## src/rtl/sys_ctrl_gen2.sv

```systemverilog
// sys_ctrl_gen2 : REF_CLK-domain system controller.
// Parses UART command frames (RF write/read, ALU with/without operands,
// burst write) and drives the register file, the ALU, its clock gate and the
// TX FIFO. Includes an inter-byte timeout and one-cycle CMD_ERR reporting.
//
// Build option: define SYS_CTRL_ERR_RESP_EN to also queue an all-ones token
// into the TX FIFO for every CMD_ERR event. Without it, errors only pulse
// CMD_ERR.
//
// Ports:
//   CLK, RST (async, active-low)
//   RX_D/RX_D_VLD            : synchronised RX byte stream
//   RF_RD_DATA/RF_RD_VLD     : register file read return
//   ALU_OUT/ALU_OUT_VLD      : ALU result return
//   FIFO_FULL                : TX FIFO back-pressure
//   RF_WR_EN/RF_RD_EN/RF_ADDR/RF_WR_DATA : register file access
//   ALU_EN/ALU_FUN/CLK_GATE_EN           : ALU control
//   FIFO_WR_DATA/FIFO_WR_INC             : TX FIFO push
//   CMD_ERR                  : one-cycle error pulse
//   BUSY                     : high whenever not IDLE
module sys_ctrl_gen2 #(
  parameter int BUS_WIDTH     = 8,
  parameter int ADDR_WIDTH    = 4,
  parameter int ALU_FUN_W     = 4,
  parameter int ALU_OUT_BYTES = 2,
  parameter int TIMEOUT_CYC   = 1024
) (
  input  logic                               CLK,
  input  logic                               RST,
  input  logic [BUS_WIDTH-1:0]               RX_D,
  input  logic                               RX_D_VLD,
  input  logic [BUS_WIDTH-1:0]               RF_RD_DATA,
  input  logic                               RF_RD_VLD,
  input  logic [ALU_OUT_BYTES*BUS_WIDTH-1:0] ALU_OUT,
  input  logic                               ALU_OUT_VLD,
  input  logic                               FIFO_FULL,
  output logic                               RF_WR_EN,
  output logic                               RF_RD_EN,
  output logic [ADDR_WIDTH-1:0]              RF_ADDR,
  output logic [BUS_WIDTH-1:0]               RF_WR_DATA,
  output logic                               ALU_EN,
  output logic [ALU_FUN_W-1:0]               ALU_FUN,
  output logic                               CLK_GATE_EN,
  output logic [BUS_WIDTH-1:0]               FIFO_WR_DATA,
  output logic                               FIFO_WR_INC,
  output logic                               CMD_ERR,
  output logic                               BUSY
);

  localparam int OUT_W  = ALU_OUT_BYTES * BUS_WIDTH;
  localparam int TXL_W  = $clog2(ALU_OUT_BYTES + 1);
  localparam int TMO_W  = $clog2(TIMEOUT_CYC);
  localparam int ERRQ_W = 3;

`ifdef SYS_CTRL_ERR_RESP_EN
  localparam bit ERR_RESP = 1'b1;
`else
  localparam bit ERR_RESP = 1'b0;
`endif

  typedef enum logic [3:0] {
    IDLE, GET_ADDR, GET_WDATA, GET_CNT, BURST_DATA, RD_WAIT,
    GET_OPA, GET_OPB, GET_FUN, ALU_WAIT, TX_OUT
  } state_t;

  typedef enum logic [1:0] {CMD_WR, CMD_RD, CMD_BURST} cmd_t;

  state_t                 state, state_nxt;
  cmd_t                   cmd;
  logic [ADDR_WIDTH-1:0]  addr;
  logic [BUS_WIDTH-1:0]   cnt;
  logic                   alu_start;
  logic [OUT_W-1:0]       tx_buf;
  logic [TXL_W-1:0]       tx_left;
  logic [ERRQ_W-1:0]      err_q, err_q_nxt;
  logic [TMO_W-1:0]       tmo_cnt;

  logic                   timed, tmo_hit, rd_cap, alu_cap, tx_wr, err_evt;
  logic                   wr_en_d, rd_en_d, alu_en_d, gate_d;
  logic [ADDR_WIDTH-1:0]  addr_d;
  logic [BUS_WIDTH-1:0]   wdata_d;
  logic [ALU_FUN_W-1:0]   fun_d;
  state_t                 err_target;

  assign timed   = state inside {GET_ADDR, GET_WDATA, GET_CNT, BURST_DATA, RD_WAIT,
                                 GET_OPA, GET_OPB, GET_FUN, ALU_WAIT};
  assign rd_cap  = (state == RD_WAIT) && RF_RD_VLD;
  assign alu_cap = (state == ALU_WAIT) && !alu_start && ALU_OUT_VLD;
  assign tx_wr   = (state == TX_OUT) && !FIFO_FULL;
  // An arriving byte or a returning result beats a same-cycle expiry.
  assign tmo_hit = timed && (tmo_cnt == TMO_W'(TIMEOUT_CYC - 1)) &&
                   !RX_D_VLD && !rd_cap && !alu_cap;
  assign err_target = ERR_RESP ? TX_OUT : IDLE;

  // State register
  always_ff @(posedge CLK or negedge RST) begin
    if (!RST) state <= IDLE;
    else      state <= state_nxt;
  end

  // Next-state logic
  always_comb begin
    state_nxt = state;
    err_evt   = 1'b0;
    case (state)
      IDLE: if (RX_D_VLD) begin
        case (RX_D[7:0])
          8'hAA, 8'hBB, 8'hEE: state_nxt = GET_ADDR;
          8'hCC:               state_nxt = GET_OPA;
          8'hDD:               state_nxt = GET_FUN;
          default: begin err_evt = 1'b1; state_nxt = err_target; end
        endcase
      end
      GET_ADDR: if (RX_D_VLD) begin
        case (cmd)
          CMD_WR:  state_nxt = GET_WDATA;
          CMD_RD:  state_nxt = RD_WAIT;
          default: state_nxt = GET_CNT;
        endcase
      end
      GET_WDATA: if (RX_D_VLD) state_nxt = IDLE;
      GET_CNT: if (RX_D_VLD) begin
        if (RX_D == '0) begin err_evt = 1'b1; state_nxt = err_target; end
        else state_nxt = BURST_DATA;
      end
      BURST_DATA: if (RX_D_VLD && cnt == BUS_WIDTH'(1)) state_nxt = IDLE;
      RD_WAIT: begin
        err_evt = RX_D_VLD;
        if (rd_cap) state_nxt = TX_OUT;
      end
      GET_OPA: if (RX_D_VLD) state_nxt = GET_OPB;
      GET_OPB: if (RX_D_VLD) state_nxt = GET_FUN;
      GET_FUN: if (RX_D_VLD) state_nxt = ALU_WAIT;
      ALU_WAIT: begin
        err_evt = RX_D_VLD;
        if (alu_cap) state_nxt = TX_OUT;
      end
      TX_OUT: err_evt = RX_D_VLD;
      default: state_nxt = IDLE;
    endcase
    if (tmo_hit) begin
      err_evt   = 1'b1;
      state_nxt = err_target;
    end
    // Pending error tokens: one per error event, consumed once data bytes are out.
    err_q_nxt = err_q;
    if (ERR_RESP && err_evt && err_q != '1) err_q_nxt = err_q_nxt + ERRQ_W'(1);
    if (tx_wr && tx_left == '0)              err_q_nxt = err_q_nxt - ERRQ_W'(1);
    if (tx_wr && tx_left <= TXL_W'(1) && err_q_nxt == '0) state_nxt = IDLE;
  end

  // Output logic (next values of the registered outputs)
  always_comb begin
    wr_en_d  = 1'b0;
    rd_en_d  = 1'b0;
    addr_d   = RF_ADDR;
    wdata_d  = RF_WR_DATA;
    fun_d    = ALU_FUN;
    gate_d   = CLK_GATE_EN;
    alu_en_d = (state == ALU_WAIT) && alu_start && !tmo_hit;
    if (RX_D_VLD) begin
      case (state)
        GET_ADDR: if (cmd == CMD_RD) begin
          rd_en_d = 1'b1;
          addr_d  = RX_D[ADDR_WIDTH-1:0];
        end
        GET_WDATA, BURST_DATA: begin
          wr_en_d = 1'b1;
          addr_d  = addr;
          wdata_d = RX_D;
        end
        GET_OPA: begin wr_en_d = 1'b1; addr_d = '0;              wdata_d = RX_D; end
        GET_OPB: begin wr_en_d = 1'b1; addr_d = ADDR_WIDTH'(1); wdata_d = RX_D; end
        GET_FUN: begin gate_d = 1'b1; fun_d = RX_D[ALU_FUN_W-1:0]; end
        default: ;
      endcase
    end
    if (alu_cap || tmo_hit || state == IDLE) gate_d = 1'b0;
  end

  assign FIFO_WR_INC  = tx_wr;
  assign FIFO_WR_DATA = (state != TX_OUT) ? '0 :
                        (tx_left != '0)   ? tx_buf[BUS_WIDTH-1:0] : '1;
  assign BUSY         = (state != IDLE);

  // Registered outputs
  always_ff @(posedge CLK or negedge RST) begin
    if (!RST) begin
      RF_WR_EN    <= 1'b0;
      RF_RD_EN    <= 1'b0;
      RF_ADDR     <= '0;
      RF_WR_DATA  <= '0;
      ALU_EN      <= 1'b0;
      ALU_FUN     <= '0;
      CLK_GATE_EN <= 1'b0;
      CMD_ERR     <= 1'b0;
    end else begin
      RF_WR_EN    <= wr_en_d;
      RF_RD_EN    <= rd_en_d;
      RF_ADDR     <= addr_d;
      RF_WR_DATA  <= wdata_d;
      ALU_EN      <= alu_en_d;
      ALU_FUN     <= fun_d;
      CLK_GATE_EN <= gate_d;
      CMD_ERR     <= err_evt;
    end
  end

  // Frame capture, response buffer and timeout counter
  always_ff @(posedge CLK or negedge RST) begin
    if (!RST) begin
      cmd       <= CMD_WR;
      addr      <= '0;
      cnt       <= '0;
      alu_start <= 1'b0;
      tx_buf    <= '0;
      tx_left   <= '0;
      err_q     <= '0;
      tmo_cnt   <= '0;
    end else begin
      err_q     <= err_q_nxt;
      alu_start <= (state == GET_FUN) && RX_D_VLD;
      if (!timed || state_nxt != state || RX_D_VLD) tmo_cnt <= '0;
      else                                          tmo_cnt <= tmo_cnt + TMO_W'(1);
      if (state == IDLE && RX_D_VLD) begin
        case (RX_D[7:0])
          8'hBB:   cmd <= CMD_RD;
          8'hEE:   cmd <= CMD_BURST;
          default: cmd <= CMD_WR;
        endcase
      end
      if (state == GET_ADDR && RX_D_VLD)        addr <= RX_D[ADDR_WIDTH-1:0];
      else if (state == BURST_DATA && RX_D_VLD) addr <= addr + ADDR_WIDTH'(1);
      if (state == GET_CNT && RX_D_VLD)         cnt <= RX_D;
      else if (state == BURST_DATA && RX_D_VLD) cnt <= cnt - BUS_WIDTH'(1);
      if (rd_cap) begin
        tx_buf  <= OUT_W'(RF_RD_DATA);
        tx_left <= TXL_W'(1);
      end else if (alu_cap) begin
        tx_buf  <= ALU_OUT;
        tx_left <= TXL_W'(ALU_OUT_BYTES);
      end else if (tx_wr && tx_left != '0) begin
        tx_buf  <= tx_buf >> BUS_WIDTH;
        tx_left <= tx_left - TXL_W'(1);
      end
    end
  end

endmodule

```

## config.mk

```make
export PLATFORM = sky130hd
export DESIGN_NAME = sys_ctrl_gen2
export DESIGN_NICKNAME = d
export VERILOG_FILES = /design/src/rtl/sys_ctrl_gen2.sv
export SDC_FILE = /design/constraint.sdc
export NUM_CORES = 1
export LEC_CHECK = 0
export ABC_AREA = 1
export BUFFER_PORTS_ARGS = -buffer_cell sky130_fd_sc_hd__buf_2
export CORE_MARGIN = 1
export CORE_UTILIZATION = 49
export DETAILED_ROUTE_END_ITERATION = 10
export PLACE_DENSITY = 0.71
export SLEW_MARGIN = 5
export SYNTH_ARGS = -nofsm -noshare
export SYNTH_HDL_FRONTEND = slang
export SYNTH_SLANG_ARGS = --single-unit
```

## constraint.sdc

```tcl
create_clock -name CLK -period 3.78 [get_ports CLK]
set_input_delay 0.567 -clock CLK [delete_from_list [all_inputs] [get_ports CLK]]
set_output_delay 0.567 -clock CLK [all_outputs]
set_load 0.1 [all_outputs]
```

==> results.cfg, run 1 <==
[outcome]
status = finished clean

[power_and_ir_drop]
p_leak_nw = 2.36
finalPower_mw = 3.93
p_per_area_nw_per_um2 = 845
ir_drop_mv = 0.402

[yosys]
synth_ff_type = dfrtp_1
ys_warn_count = 0
yosys.area.top_type = dfrtp_1
synth_area_um2 = 4020
synth-async-reset-ratio_pct = 100
yosysSeqAreaShare_pct = 44.2
synthTopCellsByArea = dfrtp_1, nand2_1, inv_1, o21ai_0, nor2_1
synth_cell_types = 37
syn_avg_cell_area_um2 = 7.67
synthTopCellsByCount = nand2_1, dfrtp_1, inv_1, nor2_1, o21ai_0
synth_edf_count = 0
synth_top_area_share_pct = 44.2
synth-seq-cells = 71
synthCells = 524
syn-num-nets = 569
yosysMostFrequentCell = nand2_1

[layout]
syn_to_final_growth_pct = 15.7
drive_gt1_share_pct = 21.6
postLayoutCellArea_um2 = 4650
nNetsFinal = 641
antennaDiodeCount = 0
fillers = 749

[worst_setup_path]
worstPathRequired_ns = 3.21
cp_top_family = buffers and inverters
crit_chain = inv_1, ha_1, inv_1, a21oi_1, buf_2
cpMostUsedCell = inv_1
crit_start = tx_left[1]$_DFFE_PN0P_
rrSetupSlack_ns = 1.48
r2r-start = state[3]$_DFF_PN0_
cp.depth = 5
cp_slowest_stage_delay_ns = 0.45
start_kind = flop
cp_num_buf_inv = 3
critPathCaptureType = output port
cp.arrival_ns = 1.95
crit_type = flop to output port
critPathSlowestCell = buf_2
r2r_cells = 10
crit_fanout = 8

[clocking]
h-tree-depth = 3
cts_root_buf = clkbuf_8
cts_tree = built
cts_buffers = 9
cts_resized = 0
postCtsHoldBufs = 0
cts_buffer_depth = 2
cts_setup_buffers = 0
clk_latency_ns = 0.35
clk_pin_slew_ns = 0.08
cts_sinks = 71

[global_route]
antenna_found_initial = 0
grt_pass1_wl_um = 15800
grt_overflow = 0
grt_max_degree = 27
track_usage_pct = 23.5
first_global_vias = 3428

[floorplan]
row_count = 32
die_h_um = 92.6
coreArea_um2 = 7850
die_x_um = 92.6
start_util_pct = 51.2
ioPinCount = 69
dieArea_um2 = 8570

[place]
dpl.hpwl_um = 7000
gp_congestion = 0.928
port_buffers = 68
placed_area_um2 = 4460

[route]
drt_wl_total_um = 9340
vias_per_cell = 5.23
wl_per_cell_um = 13.3
vias = 3676
drc = 0
ant_nets = 0
drtIter0Drc = 320
firstDrtPassIters = 5

[timing]
fmax_ghz = 0.398
drv_slew = 0
finalSetupTns_ns = 0
hold_violations = 0
hold_ws_ns = 0.192
finalClockSkew_ns = 0.0125
post-route-period-util_pct = 66.5
grt_setup_unrepaired = no
finalCriticalPeriod_ns = 2.51
slew_headroom_pct = 46.9
worst_slew_pin_slew_ns = 0.794
setup_violations = 0

[job]
maxCapViolCount = 0

[hold_path]
hold_path.class = input port to async pin
==> power by group <==
part	internal, mW	switching (mW)	leakage (nW)
Sequential	1.04	0.173	0.917
Clock	0.302	0.283	0.0960
Combinational	0.497	1.63	1.35
Total	1.84	2.09	2.36
==> sequential cells by signal, indices dropped and copies added (netlist names), 2 cells and up <==
name,cells
tx_buf,16
tmo_cnt,10
RF_WR_DATA,8
cnt,8
ALU_FUN,4
RF_ADDR,4
addr,4
state,4
err_q,3
cmd,2
tx_left,2
==> worst paths after layout <==
| check | end |
|---|---|
| hold / removal | RF_WR_DATA[2]$_DFFE_PN0P_ |
| min in group CLK | tx_buf[14]$_DFFE_PN0P_ |
| setup reg to reg | tx_buf[3]$_DFFE_PN0P_ |
| max in group asynchronous | tmo_cnt[2]$_DFF_PN0_ |
| hold reg to reg | ALU_FUN[2]$_DFFE_PN0P_ |
| setup / recovery | FIFO_WR_DATA[6] |
==> metal layers <==
| metal | share of wire, % | vias up | track usage [%] |
|---|---|---|---|
| met4 | 1.3 | 0 | 8.85 |
| li1 | - | 1843 | - |
| met5 | 0 | - | 0 |
| met1 | 47 | 1676 | 32.5 |
| met3 | 6.6 | 19 | 4.60 |
| met2 | 46 | 138 | 36.4 |
==> area by class of cell <==
cell class,count,area (µm²),area share [%]
multi-input combinational,361,1890,40.6
timing repair buffer,70,355,7.64
tap,102,128,2.74
sequential,71,1780,38.2
clock inverter,6,61.3,1.32
inverter,83,312,6.70
clock buffer,10,128,2.74
==> per-stage QoR <==
step / std cells / utilization [%] / setup WS [ns]
2_1_floorplan: 524 / - / 0.873
3_3_place_gp: 687 / 56.8 / 1.43
3_5_place_dp: 687 / 56.8 / 1.40
4_1_cts: 703 / 59.2 / 1.25
5_1_grt: 703 / 59.2 / 1.11
6_report: 703 / 59.2 / 1.27
==> placed cells by master (no fill, tap or decap), types with 2 or more instances in the layout <==
| cell | instances |
|---|---|
| a21oi_1 | 9 |
| a31oi_1 | 4 |
| buf_2 | 68 |
| buf_4 | 2 |
| clkbuf_8 | 9 |
| clkinv_2 | 3 |
| dfrtp_1 | 71 |
| ha_1 | 7 |
| inv_1 | 68 |
| inv_2 | 15 |
| nand2_1 | 128 |
| nand2_2 | 4 |
| nand3_1 | 31 |
| nand3_2 | 2 |
| nand3b_1 | 2 |
| nand4_1 | 4 |
| nor2_1 | 46 |
| nor2_2 | 16 |
| nor2_4 | 4 |
| nor3_1 | 10 |
| o211ai_1 | 8 |
| o21ai_0 | 42 |
| o21ai_1 | 2 |
| o221ai_1 | 8 |
| o22ai_1 | 8 |
| o311ai_0 | 2 |
| o31ai_1 | 2 |
| xnor2_1 | 3 |
| xor2_1 | 10 |
==> logic make-up after synthesis <==
group | share of synthesized area [%]
AND/OR/NAND/NOR | 29.0
flip-flops | 44.2
AO/OA/AOI/OAI | 12.7
multiplexers | 0.249
XOR/XNOR | 2.83
adder cells (fa/ha/maj) | 2.18
buffers and inverters | 8.75
(Power assumes the default switching activity.)
==> inputs of run 2 (changes only) <==
--- a/config.mk
+++ b/config.mk
@@ -5,7 +5,7 @@
 export SDC_FILE = /design/constraint.sdc
 export NUM_CORES = 1
 export LEC_CHECK = 0
-export ABC_AREA = 1
+export ABC_AREA = 0
 export BUFFER_PORTS_ARGS = -buffer_cell sky130_fd_sc_hd__buf_2
 export CORE_MARGIN = 1
 export CORE_UTILIZATION = 49
==> constraint.sdc (replaced) <==
create_clock -name CLK -period 2.54 [get_ports CLK]
set_input_delay 0.381 -clock CLK [delete_from_list [all_inputs] [get_ports CLK]]
set_output_delay 0.381 -clock CLK [all_outputs]
set_load 0.1 [all_outputs]
==> run 2 against run 1 <==
  * Non-clock buffer count is 23 higher
  * Register-to-register slack worse by 1.3 ns
  * Clock-buffer cell count is 1 lower
  * Clock power is 88% higher
  * Critical path type is now flop to flop
  * Combinational power is 51% higher
  * Critical endpoint is now tmo_cnt[0]$_DFF_PN0_
  * Via count is 6.8% lower
  * Sequential power is 59% higher
  * Highest routed layer unchanged
  * Flip-flop and latch count stayed put
  * Routed wire length is 0.86% higher
  * Power is 59% higher
==> results.cfg, run 2 <==
[outcome]
status = finished clean

[worst_setup_path]
critPathCaptureType = flop
crit_fanout = 14
critPathSlowestCell = or3_1
worstPathRequired_ns = 2.80
crit_start = state[1]$_DFF_PN0_
cp_top_family = simple AND/OR/NAND/NOR gates
cp_slowest_stage_delay_ns = 0.53
cp.arrival_ns = 2.65
cp.depth = 6
rrSetupSlack_ns = 0.14
r2r_cells = 6
cp_num_buf_inv = 0
crit_type = flop to flop
r2r-start = state[1]$_DFF_PN0_
start_kind = flop
r2r_end = tmo_cnt[0]$_DFF_PN0_
crit_chain = nor4_4, a211o_1, nor4_2, or2_4, or3_1, a211oi_1
crit_end = tmo_cnt[0]$_DFF_PN0_

[route]
drt_wl_total_um = 9420
ant_nets = 0
drtIter0Drc = 214
wl_per_cell_um = 15.8
drc = 0
vias_per_cell = 5.76
firstDrtPassIters = 4
vias = 3426

[layout]
syn_to_final_growth_pct = 21.0
postLayoutCellArea_um2 = 4710
ff_latch_area_um2 = 1780
multi_input_area_um2 = 1960
largest_reg_flops = 16
final-instance-count-excl-fill = 595
nNetsFinal = 533
fillers = 713
final_cell_mix = buf_2, dfrtp_1, nand2_1, nor2_1
post-route-util_pct = 61.2
drive_gt1_share_pct = 27.4
largest_register = tx_buf
antennaDiodeCount = 0
layout_commonest_cell = buf_2
top_regs = tx_buf: 16 flops, tmo_cnt: 10 flops

[clocking]
cts_buffer_depth = 2
cts_sinks = 71
cts_root_buf = clkbuf_8
h-tree-depth = 3
clk_pin_slew_ns = 0.09
clk_latency_ns = 0.36
cts_tree = built
cts_buffers = 9

[timing]
grt_setup_unrepaired = no
hold_violations = 0
finalCriticalPeriod_ns = 2.40
finalClockSkew_ns = 0.0125
setup_ws_ns = 0.145
post-route-period-util_pct = 94.3
finalSetupTns_ns = 0
hold_ws_ns = 0.113
drv_slew = 0
slew_headroom_pct = 45.9
worst_slew_pin_slew_ns = 0.805
fmax_ghz = 0.417
setup_violations = 0

[floorplan]
coreArea_um2 = 7690
dieArea_um2 = 8300
start_util_pct = 50.6
die_x_um = 91.1
row_count = 32
die_h_um = 91.1
ioPinCount = 69

[global_route]
grt_overflow = 0
grt_pass1_wl_um = 15800
track_usage_pct = 24.2
first_global_vias = 3241
antenna_found_initial = 0
grt_max_degree = 37

[yosys]
synth-seq-cells = 71
yosys.area.top_type = dfrtp_1
yosysSeqAreaShare_pct = 45.7
synth_area_um2 = 3890
syn-num-nets = 453
synthTopCellsByCount = dfrtp_1, nand2_1, nor2_1, nand3_1, o21ai_0
synth_cell_types = 59
syn_avg_cell_area_um2 = 9.53
synthCells = 408
synth_ff_type = dfrtp_1
yosysMostFrequentCell = dfrtp_1
ys_warn_count = 0
synth_edf_count = 0
synth-async-reset-ratio_pct = 100
synthTopCellsByArea = dfrtp_1, nand2_1, mux2_2, nand3_1, a22oi_1
synth_top_area_share_pct = 45.7

[power_and_ir_drop]
finalPower_mw = 6.23
p_per_area_nw_per_um2 = 1320
p_leak_nw = 2.19
ir_drop_mv = 1.01

[place]
dp.cells = 579
dp_slack_ns = 0.0682
port_buffers = 68
placed_area_um2 = 4430
gp_congestion = 1.06
dpl.hpwl_um = 6960

[job]
maxCapViolCount = 0

[hold_path]
hold_path.class = input port to async pin
-- run 2: cell types whose count changed after synthesis, moves of 9 or more --
| cell | change |
|---|---|
| o21a_1 | +9 |
| inv_2 | -15 |
| mux2_2 | +13 |
| nor2_1 | -18 |
| inv_1 | -54 |
| o21ai_0 | -22 |
| nand2_1 | -85 |
| nor2_2 | -16 |
| a22oi_1 | +15 |
-- run 2: where the power goes --
part	total, mW	leakage [nW]	switching, mW	internal (mW)
registers	1.92	0.910	0.359	1.56
logic	3.21	1.16	2.29	0.915
clock network	1.10	0.123	0.449	0.655
-- run 2: worst min path at each step --
stage,from,endpoint,slack [ns]
6_report,RST,tx_buf[4]$_DFFE_PN0P_,0.11
5_1_grt,RST,err_q[0]$_DFF_PN0_,0.18
4_1_cts,RST,tx_buf[4]$_DFFE_PN0P_,0.12
3_5_place_dp,RF_ADDR[2]$_DFFE_PN0P_,RF_ADDR[2]$_DFFE_PN0P_,0.48
3_3_place_gp,RF_ADDR[3]$_DFFE_PN0P_,RF_ADDR[3]$_DFFE_PN0P_,0.47
2_1_floorplan,RST,ALU_EN$_DFF_PN0_,0.09
-- run 2: what timing repair did --
action,4_1_cts,5_1_grt
gates resized for setup,0,7
hold buffers,0,0
buffers inserted,0,0
setup endpoints to repair,0,10
-- run 2: logic make-up (layout without fill, tap and decap cells) --
family | count (synthesis) | in the layout | share of synthesized area (%)
AO/OA/AOI/OAI | 109 | 109 | 19.7
XOR/XNOR | 15 | 15 | 3.38
adder cells (fa/ha/maj) | 7 | 7 | 2.25
buffers and inverters | 38 | 123 | 4.50
flip-flops | 71 | 71 | 45.7
multiplexers | 14 | 14 | 4.02
AND/OR/NAND/NOR | 154 | 154 | 20.4
-- run 2: final cells by class --
class	instances	area share, %
clock buffer	9	2.63
clock inverter	7	2.58
inverter	14	1.12
multi-input combinational	299	41.6
sequential	71	37.9
tap	102	2.71
timing repair buffer	93	11.5
-- run 2: metal layers --
layer / up-vias / global-route usage [%] / share of wire (%)
met4: 0 / 12.4 / 3.4
met2: 95 / 37.4 / 46
met1: 1635 / 32.4 / 46
met5: - / 0 / 0
met3: 27 / 4.77 / 4.2
li1: 1669 / - / -
